[src/rtl/regfile_ctrl.sv]
// Front-end sequencer for a 32x32 register file: zeroing sweep after reset, write-port
// arbitration between core writeback and debug, debug reads via port B, x0 and forwarding.
module regfile_ctrl #(
  parameter int unsigned XLEN         = 32,
  parameter int unsigned STARVE_LIMIT = 4
) (
  input  logic            clk,
  input  logic            rst,
  input  logic [4:0]      ra,
  input  logic [4:0]      rb,
  output logic [XLEN-1:0] qa,
  output logic [XLEN-1:0] qb,
  input  logic            wb_valid,
  input  logic [4:0]      wb_rd,
  input  logic [XLEN-1:0] wb_data,
  output logic            wb_ready,
  output logic            stall,
  input  logic            dbg_req,
  input  logic            dbg_we,
  input  logic [4:0]      dbg_addr,
  input  logic [XLEN-1:0] dbg_wdata,
  output logic            dbg_ack,
  output logic [XLEN-1:0] dbg_rdata,
  output logic            init_done,
  output logic [4:0]      rf_ra,
  output logic [4:0]      rf_rb,
  output logic [4:0]      rf_rd,
  output logic [XLEN-1:0] rf_di,
  output logic            rf_we,
  input  logic [XLEN-1:0] rf_qa,
  input  logic [XLEN-1:0] rf_qb
);

  localparam int unsigned SW = (STARVE_LIMIT > 0) ? $clog2(STARVE_LIMIT + 1) : 1;
  localparam logic [SW-1:0] STARVE_MAX = SW'(STARVE_LIMIT);

  localparam logic [1:0] ST_INIT = 2'd0;
  localparam logic [1:0] ST_RUN  = 2'd1;
  localparam logic [1:0] ST_DBG  = 2'd2;

  logic [1:0]      state_q, state_d;
  logic [4:0]      ic_q, ic_d;
  logic [SW-1:0]   starve_q, starve_d;
  logic            init_done_q, init_done_d;
  logic [XLEN-1:0] dbg_rdata_q, dbg_rdata_d;

  logic            dbg_grant;
  logic            dbg_wr_grant;
  logic            dbg_rd_grant;
  logic            wb_win;
  logic [4:0]      wr_addr;
  logic [XLEN-1:0] wr_data;
  logic            wr_en;

  // Debug only gets the port when writeback is idle or it has waited long enough.
  always_comb begin
    dbg_grant    = (state_q == ST_RUN) && dbg_req &&
                   (!wb_valid || (starve_q == STARVE_MAX));
    dbg_wr_grant = dbg_grant && dbg_we;
    dbg_rd_grant = dbg_grant && !dbg_we;
    wb_win       = (state_q != ST_INIT) && wb_valid && !dbg_wr_grant;
  end

  always_comb begin
    wr_en   = 1'b0;
    wr_addr = wb_rd;
    wr_data = wb_data;
    case (state_q)
      ST_INIT: begin
        wr_en   = 1'b1;
        wr_addr = ic_q;
        wr_data = '0;
      end
      ST_RUN: begin
        if (dbg_wr_grant) begin
          wr_addr = dbg_addr;
          wr_data = dbg_wdata;
        end
        // Writes to x0 are accepted but never reach the array.
        wr_en = (wb_win || dbg_wr_grant) && (wr_addr != 5'd0);
      end
      ST_DBG: begin
        wr_en = wb_win && (wb_rd != 5'd0);
      end
      default: begin
        wr_en = 1'b0;
      end
    endcase
  end

  always_comb begin
    rf_ra    = ra;
    rf_rb    = dbg_rd_grant ? dbg_addr : rb;
    rf_rd    = wr_addr;
    rf_di    = wr_data;
    rf_we    = wr_en;
    wb_ready = wb_win;
    stall    = (state_q == ST_INIT) || dbg_grant;
    dbg_ack  = (state_q == ST_DBG);
    dbg_rdata = dbg_rdata_q;
    init_done = init_done_q;
  end

  always_comb begin
    if (ra == 5'd0) begin
      qa = '0;
    end else if (wr_en && (wr_addr == ra)) begin
      qa = wr_data;
    end else begin
      qa = rf_qa;
    end
    if (rb == 5'd0) begin
      qb = '0;
    end else if (wr_en && (wr_addr == rb)) begin
      qb = wr_data;
    end else begin
      qb = rf_qb;
    end
  end

  always_comb begin
    state_d     = state_q;
    ic_d        = ic_q;
    starve_d    = starve_q;
    init_done_d = init_done_q;
    dbg_rdata_d = dbg_rdata_q;
    case (state_q)
      ST_INIT: begin
        ic_d = ic_q + 5'd1;
        if (ic_q == 5'd31) begin
          state_d     = ST_RUN;
          init_done_d = 1'b1;
        end
      end
      ST_RUN: begin
        if (dbg_grant) begin
          state_d  = ST_DBG;
          starve_d = '0;
          if (!dbg_we) begin
            dbg_rdata_d = (dbg_addr == 5'd0) ? '0 : rf_qb;
          end
        end else if (dbg_req && (starve_q != STARVE_MAX)) begin
          starve_d = starve_q + SW'(1);
        end
      end
      ST_DBG: begin
        state_d = ST_RUN;
      end
      default: begin
        state_d = ST_INIT;
      end
    endcase
  end

  always_ff @(posedge clk or negedge rst) begin
    if (!rst) begin
      state_q     <= ST_INIT;
      ic_q        <= '0;
      starve_q    <= '0;
      init_done_q <= 1'b0;
      dbg_rdata_q <= '0;
    end else begin
      state_q     <= state_d;
      ic_q        <= ic_d;
      starve_q    <= starve_d;
      init_done_q <= init_done_d;
      dbg_rdata_q <= dbg_rdata_d;
    end
  end

endmodule

[config.mk]
export PLATFORM = sky130hd
export DESIGN_NAME = regfile_ctrl
export DESIGN_NICKNAME = d
export VERILOG_FILES = /design/src/rtl/regfile_ctrl.sv
export SDC_FILE = /design/constraint.sdc
export NUM_CORES = 1
export LEC_CHECK = 0
export BUFFER_PORTS_ARGS = -buffer_cell sky130_fd_sc_hd__buf_2
export CORE_AREA = 2 2 117 119
export DETAILED_ROUTE_END_ITERATION = 12
export DIE_AREA = 0 0 119 121
export MAX_ROUTING_LAYER = met4
export PLACE_DENSITY_LB_ADDON = 0.25
export SKIP_CTS_REPAIR_TIMING = 1
export SLEW_MARGIN = 20
export SYNTH_ARGS = -nofsm -noshare
export SYNTH_HDL_FRONTEND = slang
export SYNTH_SLANG_ARGS = --single-unit
[constraint.sdc]
create_clock -name clk -period 5.2 [get_ports clk]
set_input_delay 0 -clock clk [delete_from_list [all_inputs] [get_ports clk]]
set_output_delay 0 -clock clk [all_outputs]
set_load 0.005 [all_outputs]
======== After elaboration in Yosys (flattened, before gate mapping) ========
Cells that the tools add are included.
operators by class
  $lt $le $gt $ge ......................... 0
  multipliers ............................. 0
  reduce and logical (&&, ||, !) cells .... 29
  eq/ne operators ......................... 9
  div/mod/pow operators ................... 0
  bitwise logic cells ..................... 1
  $add $sub $neg .......................... 2
  mux-type cells .......................... 17
  shifts and indexed selects .............. 0
operators by type and width
  operator                                              number
  2-to-1 mux 32 bit                                     6
  one-hot mux 32 bit (2 select lines)                   1
  zero test 5 bit                                       3
  2-to-1 mux 5 bit                                      3
  logical AND 1 bit                                     11
  equality test 5 bit                                   2
  one-hot mux 5 bit (2 select lines)                    1
  nonzero test 5 bit                                    2
  2-to-1 mux 3 bit                                      2
  one-hot mux 2 bit (3 select lines)                    1
  AND reduction 2 bit                                   3
  adder 5 x 1 -> 5 bit (second input constant)          1
  equality test 5 bit (second input constant)           1
  2-to-1 mux 2 bit                                      2
  nonzero test 2 bit                                    2
  adder 3 x 1 -> 3 bit (second input constant)          1
  equality test 3 bit (second input constant)           1
  zero test 1 bit                                       3
  logical OR 1 bit                                      3
  inequality test 3 bit (second input constant)         1
  one-hot mux 1 bit (3 select lines)                    1
  AND reduction 3 bit                                   1
  equality test 2 x 1 -> 1 bit (second input constant)  1
  equality test 2 bit (second input constant)           1
  4 further kinds                                       4
word-level totals
  register bits after elaboration ......... 43
  bits of input ports ..................... 153
  memories kept ........................... 0
  logic and storage cells ................. 63
  output and inout bits ................... 148
  bits in latches ......................... 0
  RAM bits ................................ 0
  memory bits (read-only) ................. 0

======== Depth between registers and ports, before layout ========
Gate-level depths: netlist of run 1.
  word-level depth ........................ 12
  depth in mapped cells ................... 12
  mapped depth without buffers ............ 9

======== Least setup slack after synthesis of run 1 ========
Ideal clock, no wire load.
  path kind ............................... register -> output
  start ................................... register starve_q[0]
  end ..................................... output port qa[10]
  cell stages (with the launch flop) ...... 11
  buffers on the path ..................... 1
  required time ........................... 5200 ps
  setup slack ............................. 2856 ps
  arrival ................................. 2344 ps
  cells stage by stage .................... dfrtp_1 -> inv_1 -> ha_1 -> a21boi_4 -> or4b_4 -> o311ai_4 -> xor2_2 -> nor3_4 -> buf_8 -> mux2i_1 -> nor2_1
on the way
  elaborated cells on any way between the ends .. 20
  those cells by class .................... 2 x eq/ne; 8 x mux; 10 x reduce/logical
RTL lines
  element                             RTL line  text
  start: declaration                  43        logic [SW-1:0] starve_q, starve_d;
  start signal: assignment            165       starve_q <= starve_d;
  equality test 3 bit                 58        (!wb_valid || (starve_q == STARVE_MAX));
  logical OR 1 bit                    58
  logical AND 1 bit                   57        dbg_grant = (state_q == ST_RUN) && dbg_req &&
  logical AND 1 bit                   59        dbg_wr_grant = dbg_grant && dbg_we;
  2-to-1 mux 5 bit                    75        if (dbg_wr_grant) begin
  2-to-1 mux 5 bit                    68        case (state_q)
  one-hot mux 5 bit (2 select lines)  68
  named net rf_rd[0]                  27        output logic [4:0] rf_rd,
  equality test 5 bit                 107       end else if (wr_en && (wr_addr == ra)) begin
  logical AND 1 bit                   107
  2-to-1 mux 32 bit                   107
  2-to-1 mux 32 bit                   105       if (ra == 5'd0) begin
  end: declaration                    11        output logic [XLEN-1:0] qa,
The timed path passes the listed nets, and every way through them passes these cells. The select of a mux whose other input is x is not followed.

======== Worst setup path after layout of run 1 ========
  start ................................... register state_q[1]
  end ..................................... output port qb[31]
on the way
  word-level cells in the longest chain between the ends .. 12
  elaborated cells on any way between the ends .. 24
  those cells by class .................... 3 x eq/ne; 8 x mux; 13 x reduce/logical
ends and longest elaborated chain
  element                                                        RTL line  text
  start: declaration                                             41        logic [1:0] state_q, state_d;
  start signal: assignment                                       163       state_q <= state_d;
  equality test 2 x 1 -> 1 bit                                   57, 68
  logical AND 1 bit (2 in a row)                                 57
  logical AND 1 bit                                              59
  2-to-1 mux 5 bit / zero test 1 bit (equally long branches)     75, 61
  2-to-1 mux 5 bit / logical AND 1 bit (equally long branches)   68, 61
  nonzero test 5 bit / logical OR 1 bit (equally long branches)  80        wr_en = (wb_win || dbg_wr_grant) && (wr_addr != 5'd0);
  logical AND 1 bit                                              80
  one-hot mux 1 bit (3 select lines)                             68
  logical AND 1 bit                                              114       end else if (wr_en && (wr_addr == rb)) begin
  2-to-1 mux 32 bit (*)                                          114
  2-to-1 mux 32 bit (*)                                          112       if (rb == 5'd0) begin
  end: declaration                                               12        output logic [XLEN-1:0] qb,
Mark *: on every way between the ends. The rest lies on a longest branch, timed or not. The select of a mux whose other input is x is not followed.

==> reports/qor.yml, run 1 <==
synthesis:
  seq_area_frac_synth_pct: 22.1
  synth_edf_count: 0
  synth_area_leaders: "dfrtp_1 (22%), nor3_2 (11%), nand2_1 (8.1%)"
  synth_top_area_share_pct: 22.1
  syn-cell-area_um2: 4870
  avgSynthCellArea_um2: 7.77
  synth_top_area_cell: "dfrtp_1"
  synth_warnings: 0
  syn_nets: 784
  synth_cells: 627
  yosysUniqueCellTypes: 70
  ys_ff_latch: 43
  ys_async_sr_fraction_pct: 100
  synth_ff_type: "dfrtp_1"
cells_and_area:
  layout_common_cells: "buf_2 (299), nand2_1 (105), o21ai_0 (74)"
  mostFrequentLayoutCell: "buf_2"
  drive_above_1_share_pct: 45.6
  area_delta_synth_final_pct: 36.6
  fill_cells: 1329
  post-route-util_pct: 50.9
  multiInputGateArea_um2: 3340
  regArea_um2: 1080
  antenna-diode-count: 0
  finalNetCount: 1055
sta:
  drv_slew: 0
  rsz0062_at_grt: "false"
  fin_ws_ns: 1.31
  skew_ns: 0.00569
  hold_violations: 10
  worstMarginPinSlew_ns: 1.13
  holdWs_ns: -0.0282
  slew_headroom_pct: 24.5
  final.setup.tns_ns: 0
  period_share_pct: 74.9
  finalCriticalPeriod_ns: 3.89
  fmax_mhz: 257
  setup_violations: 0
floorplan:
  io_pins: 301
  die-area_um2: 14400
  die_w_um: 119
  num_rows: 42
  initial_utilization_pct: 37.2
  dieHeight_um: 121
  core_um2: 13100
critical_path:
  worstPathArrival_ns: 3.89
  crit_type: "reg2out"
  start_kind: "flop"
  r2r_slack_ns: 2.21
  crit_fanout: 33
  required_ns: 5.20
  end_kind: "output port"
route:
  wirelength_um: 20000
  num_vias: 5848
  final_antenna_net_count: 0
  wl_per_cell_um: 18.6
  viasPerCell: 5.44
  drt-initial-drc-count: 561
  firstDrtPassIters: 6
  drc_errors: 0
clocking:
  cts_tree: "yes"
  root_buffer: "clkbuf_16"
  path_clk_slew_ns: 0.07
  htreeDepth: 2
  clock_latency_ns: 0.28
  cts.sinks: 43
  cts_buffer_depth: 2
  cts_buffers: 5
job:
  maxCapViolations: 0
power_and_ir_drop:
  irDropWorstVdd_mv: 0.254
  p_leak_nw: 3.19
  power_switching_w: 0.00132
  p_sw_share_pct: 48.6
  p_clk_share_pct: 11.4
  p_int_w: 0.00140
  powerDensity_nw_per_um2: 409
  total_power_w: 0.00272
  p_seq_share_pct: 22.9
  p_comb_share_pct: 65.8
worst_hold_path:
  min_path_type: "in2reg"
global_route:
  antenna_found_initial: 0
  grt_pass1_wl_um: 30400
  track_usage_pct: 27.3
  grt_max_degree: 71
  overflow: 0
  first_global_vias: 5411
status:
  violations: "hold timing"
  outcome: "complete, but fails checks"
placed_design:
  pre_cts_ws_ns: 1.66
  port_buffers: 300
  dp_hpwl_um: 15300
  gpl.final_weighted_congestion: 0.964
[cell type report]
type / instances / share of cell area, %
clock buffers: 6 / 1.94
clock inverters: 2 / 0.188
inverters: 22 / 1.24
multi-input cells: 496 / 50.2
flip-flops and latches: 43 / 16.2
well taps: 176 / 3.31
repair buffers: 330 / 27.0
[path summary, 6_finish.rpt]
path / startpoint / endpoint / cells after the start
worst min register to register: dbg_rdata[11]$_DFFE_PN0P_ / dbg_rdata[11]$_DFFE_PN0P_ / 2
max in group asynchronous: rst / dbg_rdata[15]$_DFFE_PN0P_ / 2
worst max register to register: state_q[0]$_DFFE_PN0P_ / dbg_rdata[15]$_DFFE_PN0P_ / 6
worst min-delay path: rf_qb[7] / dbg_rdata[7]$_DFFE_PN0P_ / 3
min in group asynchronous: rst / dbg_rdata[26]$_DFFE_PN0P_ / 2
worst max-delay path: state_q[1]$_DFFE_PN0P_ / qb[31] / 9
[through the flow]
step	cells	instance area (um^2)	hold WS [ns]
after global routing	1075	6660	0.00450
final	1075	6660	-0.0282
after floorplan	627	4870	-0.296
after detailed placement	1045	6290	0.221
after CTS	1053	6430	-0.0815
after global placement	1045	6290	0.221
[logic make-up (layout without fill, tap and decap cells)]
family,after synthesis,count (layout),synth area share [%]
compound gates,182,182,25.2
xor+xnor,18,18,3.39
fa+ha+maj,4,4,1.03
buf+inv,88,360,9.74
flops,43,43,22.1
mux,38,38,7.96
simple gates,254,254,30.6
[synthesized netlist by cell type, types with 7 or more instances]
master and n:
buf_4 7, buf_6 10, nand2_1 105, dfrtp_1 43, inv_1 21, a21oi_1 30, a22oi_1 32, nor3_2 54
o21ai_0 74, nor2_1 47, buf_2 7, clkbuf_1 39, mux2i_1 32, xnor2_1 14
[worst max-delay path, cell delays in order, from the launching register on]
cell and delay [ns]:
dfrtp_1 0.73, buf_4 0.44, nor3_1 0.13, nor4b_1 0.57, a2111oi_4 0.05, o22a_1 0.24, or3b_2 0.90, nor3_2 0.14
nor3_2 0.23, buf_2 0.17
[state kept, by name (all words and copies together), names as in the netlist]
name / count
dbg_rdata: 32
ic_q: 5
starve_q: 3
state_q: 2
init_done: 1
[power groups by stage]
| stage | registers [W] | clock network, W | logic (W) |
|---|---|---|---|
| floorplan | 0.000582 | 0 | 0.00117 |
| global placement | 0.000619 | 0 | 0.00175 |
| detailed placement | 0.000625 | 0 | 0.00176 |
| CTS | 0.000619 | 0.000315 | 0.00177 |
| global route | 0.000642 | 0.000332 | 0.00195 |
| finish | 0.000622 | 0.000309 | 0.00179 |
[metal layers]
layer | vias to the layer above | part of all wire, % | GRT usage [%]
met5 | - | 0 | -
met4 | 0 | 0.95 | 4.46
met3 | 23 | 7.5 | 4.70
met2 | 293 | 46 | 40.9
met1 | 2769 | 46 | 39.1
li1 | 2763 | - | -
Power figures use the tool's default switching activity.
==> run 2, diff against run 1 <==
clock period = 3.2 ns   (was 5.2 ns; I/O delays follow)
==> run 2 against run 1 <==
  * The flow still finishes with violations (hold timing)
  * Final cell count rose by 3.4%
  * Final area rose by 4.8%
  * Hold slack improved by 0.026 ns
  * Worst setup slack got worse by 1.2 ns
  * Power rose by 70%
  * Non-clock buffer count rose by 35
  * Count of clock-buffer cells in the layout did not move
  * Largest power group unchanged
==> reports/qor.yml, run 2 (same netlist as run 1, synthesis figures left out) <==
status:
  outcome: "complete, but fails checks"
  violations: "hold timing"
sta:
  setup_violations: 0
  drv_slew: 0
  fmax_mhz: 327
  period_share_pct: 95.6
  worstMarginPinSlew_ns: 0.896
  skew_ns: 0.00708
  hold_violations: 1
  slew_headroom_pct: 39.6
  holdWs_ns: -0.00239
  final.setup.tns_ns: 0
  finalCriticalPeriod_ns: 3.06
cells_and_area:
  finalNetCount: 1091
  mostFrequentLayoutCell: "buf_2"
  post-route-util_pct: 53.3
  layout_common_cells: "buf_2 (299), nand2_1 (105), o21ai_0 (69)"
  area_delta_synth_final_pct: 43.2
  drive_above_1_share_pct: 46.8
  largest_reg_flops: 32
route:
  wirelength_um: 20600
  drc_errors: 0
  drt-initial-drc-count: 518
  routed-wl-met3_um: 1800
  final_antenna_net_count: 0
  wl_met2_um: 9400
  wl_per_cell_um: 18.6
  met1Wirelength_um: 9200
  viasPerCell: 5.34
  num_vias: 5938
  firstDrtPassIters: 5
  top_layer: "met4"
critical_path:
  crit_type: "reg2out"
  cp.depth: 10
  worstPathArrival_ns: 3.06
  cp_slowest_cell: "dfrtp_1"
  reg2reg_depth: 7
  critical_path.max_stage_delay_ns: 0.60
  path_delay_family: "simple AND/OR/NAND/NOR gates"
  end_kind: "output port"
  path_cells: "buf_4, inv_1, o22ai_2, a211o_1, nor2_1, or3b_2, buf_4, nor3_2, nor3_2, buf_2"
  crit_path_end: "qb[28]"
  startpoint: "state_q[1]$_DFFE_PN0P_"
  r2r_slack_ns: 0.42
  required_ns: 3.20
  r2r_start: "state_q[1]$_DFFE_PN0P_"
  crit_fanout: 15
  cp_num_buf_inv: 4
  start_kind: "flop"
  worstReg2RegEnd: "dbg_rdata[6]$_DFFE_PN0P_"
power_and_ir_drop:
  powerDensity_nw_per_um2: 664
  p_clk_share_pct: 11.0
  irDropWorstVdd_mv: 0.406
  p_int_w: 0.00241
  p_sw_share_pct: 48.0
  power_switching_w: 0.00222
  p_seq_share_pct: 21.5
  p_comb_share_pct: 67.5
  p_leak_nw: 3.37
floorplan:
  initial_utilization_pct: 37.2
  core_um2: 13100
  die_w_um: 119
  num_rows: 42
  die-area_um2: 14400
  dieHeight_um: 121
  io_pins: 301
worst_hold_path:
  min_path_type: "in2reg"
  holdPathStages: 3
clocking:
  root_buffer: "clkbuf_16"
  htreeDepth: 2
  path_clk_slew_ns: 0.06
  cts.sinks: 43
  clock_latency_ns: 0.29
  cts_buffers: 5
  cts_buffer_depth: 2
  cts_tree: "yes"
global_route:
  grt_pass1_wl_um: 30200
  antenna_found_initial: 1
  grt_max_degree: 65
  overflow: 0
  track_usage_pct: 27.5
  first_global_vias: 5200
placed_design:
  gpl.final_weighted_congestion: 0.947
  dp_hpwl_um: 15900
  port_buffers: 300
job:
  maxCapViolations: 0
-- run 2: stage by stage --
stage               hold WS [ns]  cell area, um^2  setup slack (ns)  cells  power (W)
floorplan                 -0.296             4870             0.856    627    0.00285
global placement           0.229             6440             0.287   1066    0.00399
detailed placement         0.228             6440             0.249   1066    0.00402
CTS                      -0.0919             6590           -0.0751   1074    0.00455
global route              0.0129             6980          -0.00626   1112    0.00497
finish                  -0.00239             6980             0.141   1112    0.00463
-- run 2: tightest hold or removal path, delay by kind of cell --
family,cells,cell delay [ns]
AOI/OAI and AO/OA,1,0.07
buffers and inverters,1,0.13
and+or+nand+nor,1,0.05
-- run 2: worst min-delay path by stage --
stage                                      to  startpoint
floorplan            dbg_rdata[0]$_DFFE_PN0P_         rst
global placement    dbg_rdata[26]$_DFFE_PN0P_         rst
detailed placement  dbg_rdata[26]$_DFFE_PN0P_         rst
CTS                 dbg_rdata[31]$_DFFE_PN0P_         rst
global route        dbg_rdata[16]$_DFFE_PN0P_   rf_qb[16]
finish              dbg_rdata[16]$_DFFE_PN0P_   rf_qb[16]
-- run 2: area by class of cell --
cell class,instances,area (um^2)
multi-input combinational,497,3360
fill,1266,6110
clock inverter,2,12.5
inverter,22,82.6
clock buffer,6,129
tap,176,220
sequential,43,1080
timing repair buffer,365,2100
antenna,1,2.50
-- run 2: power groups by stage --
stage               logic [W]  clock network [W]  registers, W
floorplan             0.00190                  0      0.000945
global placement      0.00300                  0      0.000991
detailed placement    0.00303                  0      0.000997
CTS                   0.00303           0.000526      0.000991
global route          0.00340           0.000544       0.00103
finish                0.00312           0.000509      0.000996
-- run 2: routing by layer --
layer	GRT usage (%)	up-vias
li1	-	2841
met1	39.3	2779
met2	40.4	301
met3	5.50	17
met4	5.21	0
met5	-	-
